===== config.mk =====
export PLATFORM = sky130hd
export DESIGN_NAME = dmem_arbiter
export DESIGN_NICKNAME = d
export VERILOG_FILES = /design/src/rtl/dmem_pkg.sv /design/src/rtl/dmem_arbiter_rr_arb2.sv /design/src/rtl/dmem_arbiter.sv
export SDC_FILE = /design/constraint.sdc
export NUM_CORES = 1
export LEC_CHECK = 0
export CAP_MARGIN = 20
export CORE_UTILIZATION = 36
export CTS_CLUSTER_SIZE = 10
export DETAILED_ROUTE_END_ITERATION = 8
export PLACE_DENSITY = 0.91
export SETUP_SLACK_MARGIN = 0.1
export SLEW_MARGIN = 25
export SYNTH_ARGS = -nofsm -noshare
export SYNTH_HDL_FRONTEND = slang
export SYNTH_SLANG_ARGS = --single-unit

===== constraint.sdc =====
create_clock -name i_clk -period 2.3 [get_ports i_clk]
set_clock_uncertainty 0.05 [all_clocks]
set_input_delay 0.46 -clock i_clk [delete_from_list [all_inputs] [get_ports i_clk]]
set_output_delay 0.46 -clock i_clk [all_outputs]
set_load 0.01 [all_outputs]

===== src/rtl/dmem_pkg.sv =====
// ---------------------------------------------------------------------------
// dmem_pkg
//
// Shared constants and types for the FIR data-memory arbiter slice.
//   ADDR_W / DATA_W : dmem address and data widths
//   DEPTH           : number of valid dmem words (legal addresses 0..DEPTH-1)
//   PORT_LDR        : port id of the sample loader
//   PORT_CE         : port id of the coefficient/result engine
//   pipe_entry_t    : bookkeeping that travels with each accepted access
//                     from the issue stage to the response stage
// ---------------------------------------------------------------------------
package dmem_pkg;

    localparam int ADDR_W = 14;
    localparam int DATA_W = 16;
    localparam int DEPTH  = 10240;

    localparam logic PORT_LDR = 1'b0;
    localparam logic PORT_CE  = 1'b1;

    // One accepted access in flight.
    //   valid : a handshake happened in the previous stage
    //   port  : which requester owns the response
    //   err   : address was out of range, memory was not touched
    //   we    : access was a write (response carries no data)
    typedef struct packed {
        logic valid;
        logic port;
        logic err;
        logic we;
    } pipe_entry_t;

    localparam pipe_entry_t PIPE_IDLE = '{valid: 1'b0, port: 1'b0, err: 1'b0, we: 1'b0};

endpackage : dmem_pkg


===== src/rtl/dmem_arbiter_rr_arb2.sv =====
// ---------------------------------------------------------------------------
// rr_arb2
//
// Two-way combinational grant with a registered last-grant pointer.
//
// Ports:
//   i_clk        : system clock, rising edge
//   i_rst        : asynchronous active-high reset
//   i_valid[1:0] : request valid per port
//   o_grant[1:0] : one-hot (or zero) grant, only ever set on a valid port
//
// Build option:
//   DMEM_ARB_FIXED_PRIO_EN - when defined, port 0 always wins a contention
//   and port 1 is granted only while port 0 is idle. The last-grant pointer
//   is still maintained so both builds share the same state.
// ---------------------------------------------------------------------------
module rr_arb2
    import dmem_pkg::*;
(
    input  logic       i_clk,
    input  logic       i_rst,
    input  logic [1:0] i_valid,
    output logic [1:0] o_grant
);

    // Port that received the most recent grant. Starts at port 1 so that
    // port 0 wins the very first contention after reset.
    logic r_last_grant;

    // Grant is held at zero throughout reset so no requester sees a
    // handshake while the pipeline is being cleared.
    always_comb begin
        o_grant = 2'b00;
        if (!i_rst) begin
`ifdef DMEM_ARB_FIXED_PRIO_EN
            if (i_valid[0]) begin
                o_grant = 2'b01;
            end else if (i_valid[1]) begin
                o_grant = 2'b10;
            end
`else
            case (i_valid)
                2'b01:   o_grant = 2'b01;
                2'b10:   o_grant = 2'b10;
                // Contention: serve whichever port did not go last.
                2'b11:   o_grant = (r_last_grant == PORT_CE) ? 2'b01 : 2'b10;
                default: o_grant = 2'b00;
            endcase
`endif
        end
    end

    // Every grant is a handshake (grant implies valid), so the pointer
    // simply follows whichever port was granted.
    always_ff @(posedge i_clk or posedge i_rst) begin
        if (i_rst) begin
            r_last_grant <= PORT_CE;
        end else if (|o_grant) begin
            r_last_grant <= o_grant[1];
        end
    end

endmodule : rr_arb2


===== src/rtl/dmem_arbiter.sv =====
// ---------------------------------------------------------------------------
// dmem_arbiter
//
// Two-port arbiter and access sequencer for the single-port FIR data memory.
// Port 0 is the sample loader, port 1 the coefficient/result engine. Accepted
// requests are issued to dmem one cycle after the handshake and answered two
// cycles after the handshake, one access per cycle, in handshake order.
// Out-of-range addresses never reach dmem and are answered with an error.
//
// Ports:
//   i_clk, i_rst          : clock (rising edge), async active-high reset
//   i_req_valid[1:0]      : request valid per port
//   o_req_ready[1:0]      : request accept per port (valid & ready = handshake)
//   i_req_we[1:0]         : 1 = write, 0 = read
//   i_req_addr            : port i address in [i*ADDR_W +: ADDR_W]
//   i_req_wdata           : port i write data in [i*DATA_W +: DATA_W]
//   o_rsp_valid[1:0]      : one-cycle response strobe per port
//   o_rsp_rdata           : read data, 0 for write acks and errors
//   o_rsp_err             : response is an out-of-range error
//   o_mem_cen / o_mem_wen : dmem chip / write enable, both active low
//   o_mem_a / o_mem_d     : dmem address / write data
//   i_mem_q               : dmem read data, valid one cycle after the access
//
// Build option:
//   DMEM_ARB_FIXED_PRIO_EN - strict priority to port 0 instead of round-robin
//   (handled inside rr_arb2; everything else is identical).
// ---------------------------------------------------------------------------
module dmem_arbiter
    import dmem_pkg::*;
#(
    parameter int ADDR_W_P = ADDR_W,
    parameter int DATA_W_P = DATA_W,
    parameter int DEPTH_P  = DEPTH
) (
    input  logic                  i_clk,
    input  logic                  i_rst,
    input  logic [1:0]            i_req_valid,
    output logic [1:0]            o_req_ready,
    input  logic [1:0]            i_req_we,
    input  logic [2*ADDR_W_P-1:0] i_req_addr,
    input  logic [2*DATA_W_P-1:0] i_req_wdata,
    output logic [1:0]            o_rsp_valid,
    output logic [DATA_W_P-1:0]   o_rsp_rdata,
    output logic                  o_rsp_err,
    output logic                  o_mem_cen,
    output logic                  o_mem_wen,
    output logic [ADDR_W_P-1:0]   o_mem_a,
    output logic [DATA_W_P-1:0]   o_mem_d,
    input  logic [DATA_W_P-1:0]   i_mem_q
);

    logic [1:0]          w_grant;
    logic                w_hs;
    logic                w_hs_port;
    logic                w_sel_we;
    logic [ADDR_W_P-1:0] w_sel_addr;
    logic [DATA_W_P-1:0] w_sel_wdata;
    logic                w_in_range;

    pipe_entry_t r_issue;
    pipe_entry_t r_resp;

    rr_arb2 u_arb (
        .i_clk   (i_clk),
        .i_rst   (i_rst),
        .i_valid (i_req_valid),
        .o_grant (w_grant)
    );

    assign o_req_ready = w_grant;
    assign w_hs        = |w_grant;
    assign w_hs_port   = w_grant[1];

    // Steer the granted port's request fields onto a single access.
    assign w_sel_we    = w_hs_port ? i_req_we[1] : i_req_we[0];
    assign w_sel_addr  = w_hs_port ? i_req_addr[ADDR_W_P +: ADDR_W_P]
                                   : i_req_addr[0 +: ADDR_W_P];
    assign w_sel_wdata = w_hs_port ? i_req_wdata[DATA_W_P +: DATA_W_P]
                                   : i_req_wdata[0 +: DATA_W_P];

    // The 14-bit address space reaches 16383 but dmem only has DEPTH words.
    assign w_in_range = ({{(32-ADDR_W_P){1'b0}}, w_sel_addr} < 32'(DEPTH_P));

    // Issue stage: drive dmem for one cycle per handshake. Address and data
    // are only loaded on a real access so idle cycles leave the bus quiet.
    // Out-of-range requests still occupy the pipeline slot so that their
    // error response keeps its place in handshake order.
    always_ff @(posedge i_clk or posedge i_rst) begin
        if (i_rst) begin
            r_issue   <= PIPE_IDLE;
            o_mem_cen <= 1'b1;
            o_mem_wen <= 1'b1;
            o_mem_a   <= '0;
            o_mem_d   <= '0;
        end else begin
            r_issue.valid <= w_hs;
            r_issue.port  <= w_hs_port;
            r_issue.err   <= w_hs & ~w_in_range;
            r_issue.we    <= w_hs & w_sel_we;
            if (w_hs && w_in_range) begin
                o_mem_cen <= 1'b0;
                o_mem_wen <= ~w_sel_we;
                o_mem_a   <= w_sel_addr;
                o_mem_d   <= w_sel_wdata;
            end else begin
                o_mem_cen <= 1'b1;
                o_mem_wen <= 1'b1;
            end
        end
    end

    // Response stage bookkeeping. dmem samples at the end of the issue
    // cycle and presents q during the following cycle, which is exactly
    // when this entry is live.
    always_ff @(posedge i_clk or posedge i_rst) begin
        if (i_rst) begin
            r_resp <= PIPE_IDLE;
        end else begin
            r_resp <= r_issue;
        end
    end

    // Read data is taken straight from dmem q rather than re-registered;
    // registering it would add a third cycle of latency.
    always_comb begin
        o_rsp_valid = 2'b00;
        o_rsp_err   = 1'b0;
        o_rsp_rdata = '0;
        if (r_resp.valid) begin
            if (r_resp.port == PORT_CE) begin
                o_rsp_valid = 2'b10;
            end else begin
                o_rsp_valid = 2'b01;
            end
            o_rsp_err = r_resp.err;
            if (!r_resp.err && !r_resp.we) begin
                o_rsp_rdata = i_mem_q;
            end
        end
    end

endmodule : dmem_arbiter


==> flow_summary.ini, run 1 <==
[timing]
timing.hold.ws_ps = 302
timing.final.max_slew_violations = 0
tightestPinTransition_ps = 355
clock.fmax_mhz = 473
finalCritPeriodShare_pct = 92.0
rsz0062_at_grt = false
finalSetupViolations = 0
final-hold-violation-count = 0
min_period_ps = 2120
slew_headroom_pct = 76.1

[yosys]
syn_area_um2 = 2100
yosys_warnings = 0
synth_cell_type_count = 26
yosysTopAreaCellShare_pct = 45.2
yosysTopAreaCell = dfrtp_1
synth_common_cells = mux2_2, dfrtp_1, and2_1
yosys-top-cells-area = dfrtp_1, mux2_2, and2_1
ys.flop_type = dfrtp_1
synth_nets = 251
synth_edf_count = 0
ys_seq_area_share_pct = 49.0
synth_seq_cells = 41
async_reset_ff_share_pct = 100
netlist_instances = 169
synth_most_common_cell = mux2_2
syn_area_per_cell_um2 = 12.4

[cells_and_area]
final_cell_area_um2 = 3870
layout-drive-gt1-share_pct = 31.3
final_cells = 404
area_delta_synth_final_pct = 84.2
diodes = 0
nets = 413
fill_cells = 410
utilization_pct = 69.5

[drt]
vias_per_cell = 4.87
num_vias = 1968
wl_per_cell_um = 14.8
drtPass1Iterations = 4
drt-total-wl_mm = 5.99
final_antenna_net_count = 0
drtIter0Drc = 58
drc = 0

[pwr]
p_leak_nw = 1.82
fin_total_pwr_mw = 2.25
peakVddDrop_mv = 0.360
power.density_nw_per_um2 = 581

[die]
die_h_um = 78.4
coreArea_um2 = 5570
initial_utilization_pct = 37.7
die_area_um2 = 6150
die_w_um = 78.4
fp-row-count = 27
io_pins = 135

[global_routing]
grt_max_degree = 21
track_usage_pct = 20.2
grt_pass1_wl_mm = 9.56
antenna_found_initial = 0
grt_pass1_vias = 2038
overflow = 0

[worst_setup_path]
reg2reg_from = u_arb.r_last_grant$_DFFE_PP1P_
crit_type = register to output port
cp_data_arrival_time_ps = 1610
startpoint_type = register
cp_max_fo = 7
crit_start = r_resp[0]$_DFF_PP0_
worstPathRequired_ps = 1790
setup.worst_path.end_class = output port

[clocking]
cts_buffer_depth = 2
clock-sinks = 41
cts.clk_slew.worst_paths_ps = 80
postCtsHoldBufs = 0
cts_tree = built
cts-root-buf = clkbuf_8
clk_latency_ps = 290
cts_buffers = 5
htreeDepth = 2

[placed_design]
gp_congestion = 0.896
dpl_cell_area_um2 = 3720
dp_hpwl_mm = 4.62
io_buffers = 134
placed_cells = 392

[outcome]
status = finished clean

[hold_path]
hp-class = register to register
worst_hold_startpoint = r_issue[2]$_DFF_PP0_

[run]
drv_cap = 0
==> sequential cells by signal, indices dropped and copies added (netlist names) <==
name / cells
o_mem_a: 14
o_mem_cen: 1
o_mem_d: 16
o_mem_wen: 1
r_issue: 4
r_resp: 4
u_arb.r_last_grant: 1
==> report_power, final <==
group | leakage (nW) | switching [mW] | internal (mW)
clock | 0.0439 | 0.248 | 0.210
combinational | 1.29 | 0.297 | 0.564
sequential | 0.490 | 0.0735 | 0.860
total | 1.82 | 0.618 | 1.63
==> worst max-delay path, cell delays in order (launching register included) <==
cell           delay [ps]
dfrtp_1               380
nor3b_2               240
buf_4                 180
buf_4                 110
and2_1                110
dlygate4sd2_1         300
==> metrics by stage <==
stage,TNS (ps),setup slack [ps]
2_1_floorplan,0,98.2
3_3_place_gp,-1770,-91.6
3_5_place_dp,-2360,-95.5
4_1_cts,0,30.5
5_1_grt,0,106
6_report,0,185
==> cell families (layout without fill, tap and decap cells) <==
kind of cell / count (synthesis) / after routing / share of synthesized area (%)
AO/OA/AOI/OAI: 21 / 21 / 6.72
buffers and inverters: 12 / 175 / 3.09
flip-flops: 41 / 41 / 49.0
multiplexers: 56 / 56 / 30.0
AND/OR/NAND/NOR: 39 / 39 / 11.2
==> layer usage <==
layer / up-vias / GRT usage (%) / wire [µm]
met1: 939 / 21.5 / 2280
met4: 0 / 6.11 / 91
li1: 917 / - / -
met5: - / 0 / 0
met3: 12 / 6.86 / 483
met2: 100 / 37.3 / 3140
==> path summary, 6_finish.rpt <==
kind	endpoint	slack [ps]	cells after the start
min in group asynchronous	o_mem_a[13]$_DFFE_PP0P_	650	4
max in group asynchronous	o_mem_cen$_DFF_PP1_	1190	4
hold reg to reg	r_resp[2]$_DFF_PP0_	300	0
hold / removal	r_resp[2]$_DFF_PP0_	300	0
setup reg to reg	o_mem_a[2]$_DFFE_PP0P_	420	5
setup / recovery	o_rsp_rdata[14]	180	5
==> layout make-up <==
class                   count  area [µm²]  area share (%)
repair buffers            162        1610            41.6
clock buffers               5        68.8            1.78
multi-input cells         116        1040            26.7
inverters                   5        22.5           0.581
well taps                  72        90.1            2.32
flip-flops and latches     41        1030            26.6
clock inverters             3        17.5           0.452
==> repair_timing <==
| item | 4_1_cts | 5_1_grt |
|---|---|---|
| buffers inserted | 0 | 3 |
| endpoints found under the setup margin | 18 | 15 |
| resized for setup | 5 | 16 |
| gates cloned | 1 | 0 |
==> placed cells by master (no fill, tap or decap), drive strengths merged <==
master,synthesis,layout
nand2,2,2
dfrtp,38,38
nor3,4,4
nand2b,1,1
a21bo,1,1
dlymetal6s2s,0,15
or4,1,1
mux2,56,56
nor3b,1,1
a2bb2o,2,2
clkbuf,1,5
a22oi,2,2
dfstp,3,3
nand3,2,2
a21boi,1,1
and2,18,18
o21ai,6,6
clkdlybuf4s50,0,116
a22o,1,1
nor2b,2,2
nor2,8,8
dlygate4sd2,0,3
clkinvlp,0,2
buf,6,28
a2bb2oi,1,1
inv,5,4
clkinv,0,2
a21oi,6,6
o21a,1,1
(Power assumes the default switching activity.)
==> inputs of run 2 (changes only) <==
Settings changed: REMOVE_ABC_BUFFERS set to 1.
==> run 2 against run 1 <==
  * Register-to-register slack worse by 40 ps
  * First-iteration DRC count is 1.7% lower
  * Critical path depth is 1 lower
  * Via count is 1.9% lower
  * Critical path type is now primary input to output port
==> flow_summary.ini, run 2 (synthesized netlist as in run 1, its figures left out) <==
[hold_path]
hp-class = register to register
holdPathStages = 0
worst_hold_startpoint = r_issue[2]$_DFF_PP0_

[cells_and_area]
layout-drive-gt1-share_pct = 29.1
nets = 407
top_register = o_mem_d
biggestRegsByFlops = o_mem_d: 16 flops, o_mem_a: 14 flops
layout_common_cells = clkdlybuf4s50_1, mux2_2, dfrtp_1
area_delta_synth_final_pct = 82.2
final_common_cell = clkdlybuf4s50_1
largest_register_ffs = 16
fill_cells = 421
final_cells = 398
diodes = 0

[drt]
vias_per_cell = 4.85
drtPass1Iterations = 4
wl_per_cell_um = 14.9
drtIter0Drc = 57
drc = 0
drt-total-wl_mm = 5.93
num_vias = 1931
final_antenna_net_count = 0

[global_routing]
antenna_found_initial = 0
met2_usage_pct = 35.5
grt_use_met1_pct = 20.2
busiest_layer = met2
overflow = 0
grtUsageMet3_pct = 4.65
track_usage_pct = 18.7
grt_pass1_vias = 1877
grt_max_degree = 44
grt_pass1_wl_mm = 8.86

[pwr]
power.density_nw_per_um2 = 618
seqPwrFrac_pct = 39.4
fin_total_pwr_mw = 2.37
p_leak_nw = 1.82
power.share.combinational_pct = 35.6
intPower_mw = 1.77
swShare_pct = 25.3
peakVddDrop_mv = 0.381
netSwitchingPower_mw = 0.600
power_frac_clock_pct = 25.0

[die]
die_w_um = 78.4
fp-row-count = 27
die_area_um2 = 6150
io_pins = 135
initial_utilization_pct = 37.7
die_h_um = 78.4
coreArea_um2 = 5570

[clocking]
cts_tree = built
postCtsHoldBufs = 0
cts_buffers = 5
cts_buffer_depth = 2
htreeDepth = 2
cts.clk_slew.worst_paths_ps = 70
cts-root-buf = clkbuf_8
clock-sinks = 41
clk_latency_ps = 280

[worst_setup_path]
rr_worst_depth = 6
crit_start = i_req_valid[1]
startpoint_type = primary input
crit_type = primary input to output port
worstPathRequired_ps = 1790
setup.worst_path.end_class = output port
cp_max_fo = 4
reg2reg_from = u_arb.r_last_grant$_DFFE_PP1P_
cp_data_arrival_time_ps = 1610

[timing]
slew_headroom_pct = 64.5
finalCritPeriodShare_pct = 92.2
finalSetupViolations = 0
min_period_ps = 2120
timing.hold.ws_ps = 299
setup_slack_ps = 179
final-hold-violation-count = 0
fin_setup_tns_ps = 0
timing.final.max_slew_violations = 0
tightestPinTransition_ps = 533
clock.fmax_mhz = 471
rsz0062_at_grt = false

[placed_design]
placed_cells = 385
gp_congestion = 0.787
dp_hpwl_mm = 4.47
io_buffers = 134
place_ws_ps = -181

[run]
drv_cap = 0

[outcome]
status = finished clean
run 2: changes by cell type in the layout (fill, tap and decap cells not counted), sizes merged:
cell	change
buf	-6
inv	+1
clkbuf	+2
dlymetal6s2s	+1
clkinvlp	-2
clkdlybuf4s50	-1
clkinv	-2
bufinv	+1
run 2: layout make-up:
type	instances	area, µm²	area share [%]
sequential	41	1030	26.9
multi-input combinational	116	1020	26.6
clock inverter	1	30.0	0.784
inverter	5	18.8	0.490
clock buffer	7	86.3	2.25
tap	72	90.1	2.35
timing repair buffer	156	1560	40.6
run 2: critical path, cell delays in order:
cell             delay (ps)
clkdlybuf4s50_1         470
a21bo_2                 250
nor2_4                  140
dlygate4sd2_1           290
run 2: per-layer routing:
| metal | part of all wire (%) | vias up |
|---|---|---|
| met4 | 2.2 | 0 |
| met5 | 0 | - |
| met2 | 54 | 87 |
| met3 | 6.5 | 16 |
| li1 | - | 902 |
| met1 | 37 | 926 |
run 2: power by group through the flow:
| stage | Sequential, mW | Combinational [mW] | Clock [mW] |
|---|---|---|---|
| final | 0.932 | 0.844 | 0.591 |
| after CTS | 0.933 | 0.847 | 0.607 |
| after global placement | 0.936 | 0.823 | 0 |
| after global routing | 0.949 | 0.898 | 0.642 |
| after floorplan | 0.997 | 0.262 | 0 |
| after detailed placement | 0.946 | 0.842 | 0 |
run 2: path summary, 6_finish.rpt:
kind                                            to  slack [ps]
max                                 o_req_ready[1]         180
min                            r_resp[2]$_DFF_PP0_         300
max reg2reg                o_mem_d[11]$_DFFE_PP0P_         380
min reg2reg                    r_resp[2]$_DFF_PP0_         300
max in group asynchronous      o_mem_cen$_DFF_PP1_        1310
min in group asynchronous      r_resp[0]$_DFF_PP0_         520
run 2: what timing repair did:
item | in CTS | in global routing
buffers inserted | 0 | 4
endpoints found under the hold margin | 0 | 0
setup endpoints to repair | 18 | 16
pin swaps | 0 | 0
cloned | 1 | 0
gates resized for setup | 6 | 17
run 2: per-stage QoR:
stage | instance area, µm² | util (%)
floorplan | 2060 | -
global placement | 3630 | 65.1
detailed placement | 3630 | 65.1
CTS | 3760 | 67.4
global route | 3830 | 68.7
finish | 3830 | 68.7
==> inputs of run 3 (changes only) <==
--- a/config.mk
+++ b/config.mk
@@ -11,2 +11,4 @@
 export DETAILED_ROUTE_END_ITERATION = 8
+export GPL_TIMING_DRIVEN = 0
+export HOLD_SLACK_MARGIN = 0.08
 export PLACE_DENSITY = 0.91
==> constraint.sdc (replaced) <==
create_clock -name i_clk -period 2.3 [get_ports i_clk]
set_clock_uncertainty 0.05 [all_clocks]
set_input_delay 0.575 -clock i_clk [delete_from_list [all_inputs] [get_ports i_clk]]
set_output_delay 0.575 -clock i_clk [all_outputs]
set_load 0.01 [all_outputs]
==> run 3 against run 2 <==
  * Clock power fell by 0.7%
  * Combinational power rose by 1%
  * Total power increased by 0.23%
  * Maximum frequency rose by 0.93%
  * Count of clock-buffer cells in the layout unchanged
  * Core utilization shrank 0.11 points
==> flow_summary.ini, run 3 (synthesized netlist as in run 1, its figures left out) <==
[cells_and_area]
layout-drive-gt1-share_pct = 29.7
layout_common_cells = clkdlybuf4s50_1, mux2_2, dfrtp_1
largest_register_ffs = 16
final_cell_area_um2 = 3820
diodes = 0
nets = 398
area_delta_synth_final_pct = 81.9
final_common_cell = clkdlybuf4s50_1
final_cells = 389
top_register = o_mem_d
utilization_pct = 68.6
fill_cells = 426
biggestRegsByFlops = o_mem_d: 16 flops, o_mem_a: 14 flops

[clocking]
cts_tree = built
cts.clk_slew.worst_paths_ps = 80
clk_latency_ps = 280
htreeDepth = 2
postCtsHoldBufs = 0
clock-sinks = 41
cts-root-buf = clkbuf_8
cts_buffers = 5
cts_buffer_depth = 2

[drt]
drtPass1Iterations = 4
drt-total-wl_mm = 5.76
num_vias = 1848
final_antenna_net_count = 0
drc = 0
wl_per_cell_um = 14.8
drtIter0Drc = 34
vias_per_cell = 4.75

[worst_setup_path]
worstPathRequired_ps = 1670
setup.worst_path.end_class = output port
crit_type = register to output port
startpoint_type = register
cp_data_arrival_time_ps = 1480
cp_max_fo = 16

[die]
die_area_um2 = 6150
die_w_um = 78.4
fp-row-count = 27
io_pins = 135
coreArea_um2 = 5570
initial_utilization_pct = 37.7
die_h_um = 78.4

[timing]
timing.hold.ws_ps = 259
tightestPinTransition_ps = 325
final-hold-violation-count = 0
clock.fmax_mhz = 476
fin_setup_tns_ps = 0
rsz0062_at_grt = false
finalCritPeriodShare_pct = 91.4
finalSetupViolations = 0
timing.final.max_slew_violations = 0
min_period_ps = 2100
slew_headroom_pct = 78.2

[pwr]
power.density_nw_per_um2 = 620
peakVddDrop_mv = 0.378
p_leak_nw = 1.64

[global_routing]
grt_pass1_wl_mm = 9.16
antenna_found_initial = 0
track_usage_pct = 19.1
grt_pass1_vias = 1996
overflow = 0
grt_max_degree = 27

[placed_design]
placed_cells = 372
dp_hpwl_mm = 4.33
io_buffers = 134
gp_congestion = 0.824
dpl_cell_area_um2 = 3570

[run]
drv_cap = 0

[outcome]
status = finished clean

[hold_path]
hp-class = primary input to asynchronous set/reset pin
## run 3: worst paths after layout
| path | slack [ps] | from | to | cells past startpoint |
|---|---|---|---|---|
| setup / recovery | 200 | r_resp[1]$_DFF_PP0_ | o_rsp_rdata[9] | 4 |
| hold / removal | 260 | i_rst | o_mem_d[10]$_DFFE_PP0P_ | 2 |
| setup reg to reg | 310 | u_arb.r_last_grant$_DFFE_PP1P_ | o_mem_d[13]$_DFFE_PP0P_ | 7 |
| hold reg to reg | 310 | r_issue[2]$_DFF_PP0_ | r_resp[2]$_DFF_PP0_ | 0 |
| max in group asynchronous | 1520 | i_rst | o_mem_cen$_DFF_PP1_ | 3 |
| min in group i_clk | 310 | r_issue[2]$_DFF_PP0_ | r_resp[2]$_DFF_PP0_ | 0 |
## run 3: where the power goes
part           total [mW]  switching, mW  internal (mW)
Clock               0.587          0.234          0.354
Combinational       0.855          0.296          0.558
Sequential          0.929         0.0696          0.860
Total                2.37          0.600           1.77
## run 3: stage by stage
stage	setup slack, ps	total power [mW]
detailed placement	-1280	1.77
global route	124	2.49
global placement	-2730	1.73
floorplan	-1130	1.26
CTS	102	2.39
finish	198	2.37
## run 3: layer usage
metal	wire, µm	vias to the layer above	global-route usage [%]
li1	-	885	-
met1	2250	888	20.2
met2	3150	73	38.5
met3	336	2	3.14
met4	30	0	4.44
met5	0	-	0
## run 3: worst max-delay path: stages, from the launching register on
cell and delay (ps):
dfrtp_1 420, nor3b_4 240, buf_12 150, and2_1 130, dlygate4sd2_1 260
## run 3: area by class of cell
type	instances	area (µm²)	area share, %
Inverter	5	31.3	0.818
Clock inverter	1	30.0	0.785
Sequential cell	41	1030	26.9
Clock buffer	7	86.3	2.26
Tap cell	72	90.1	2.36
Timing Repair Buffer	147	1510	39.4
Multi-Input combinational cell	116	1050	27.5
## run 3: timing repair
| item | in CTS | in global routing |
|---|---|---|
| endpoints found under the setup margin | 52 | 15 |
| setup buffers | 6 | 2 |
| resized for setup | 41 | 7 |
| pin swaps | 4 | 2 |
| cloned | 1 | 0 |
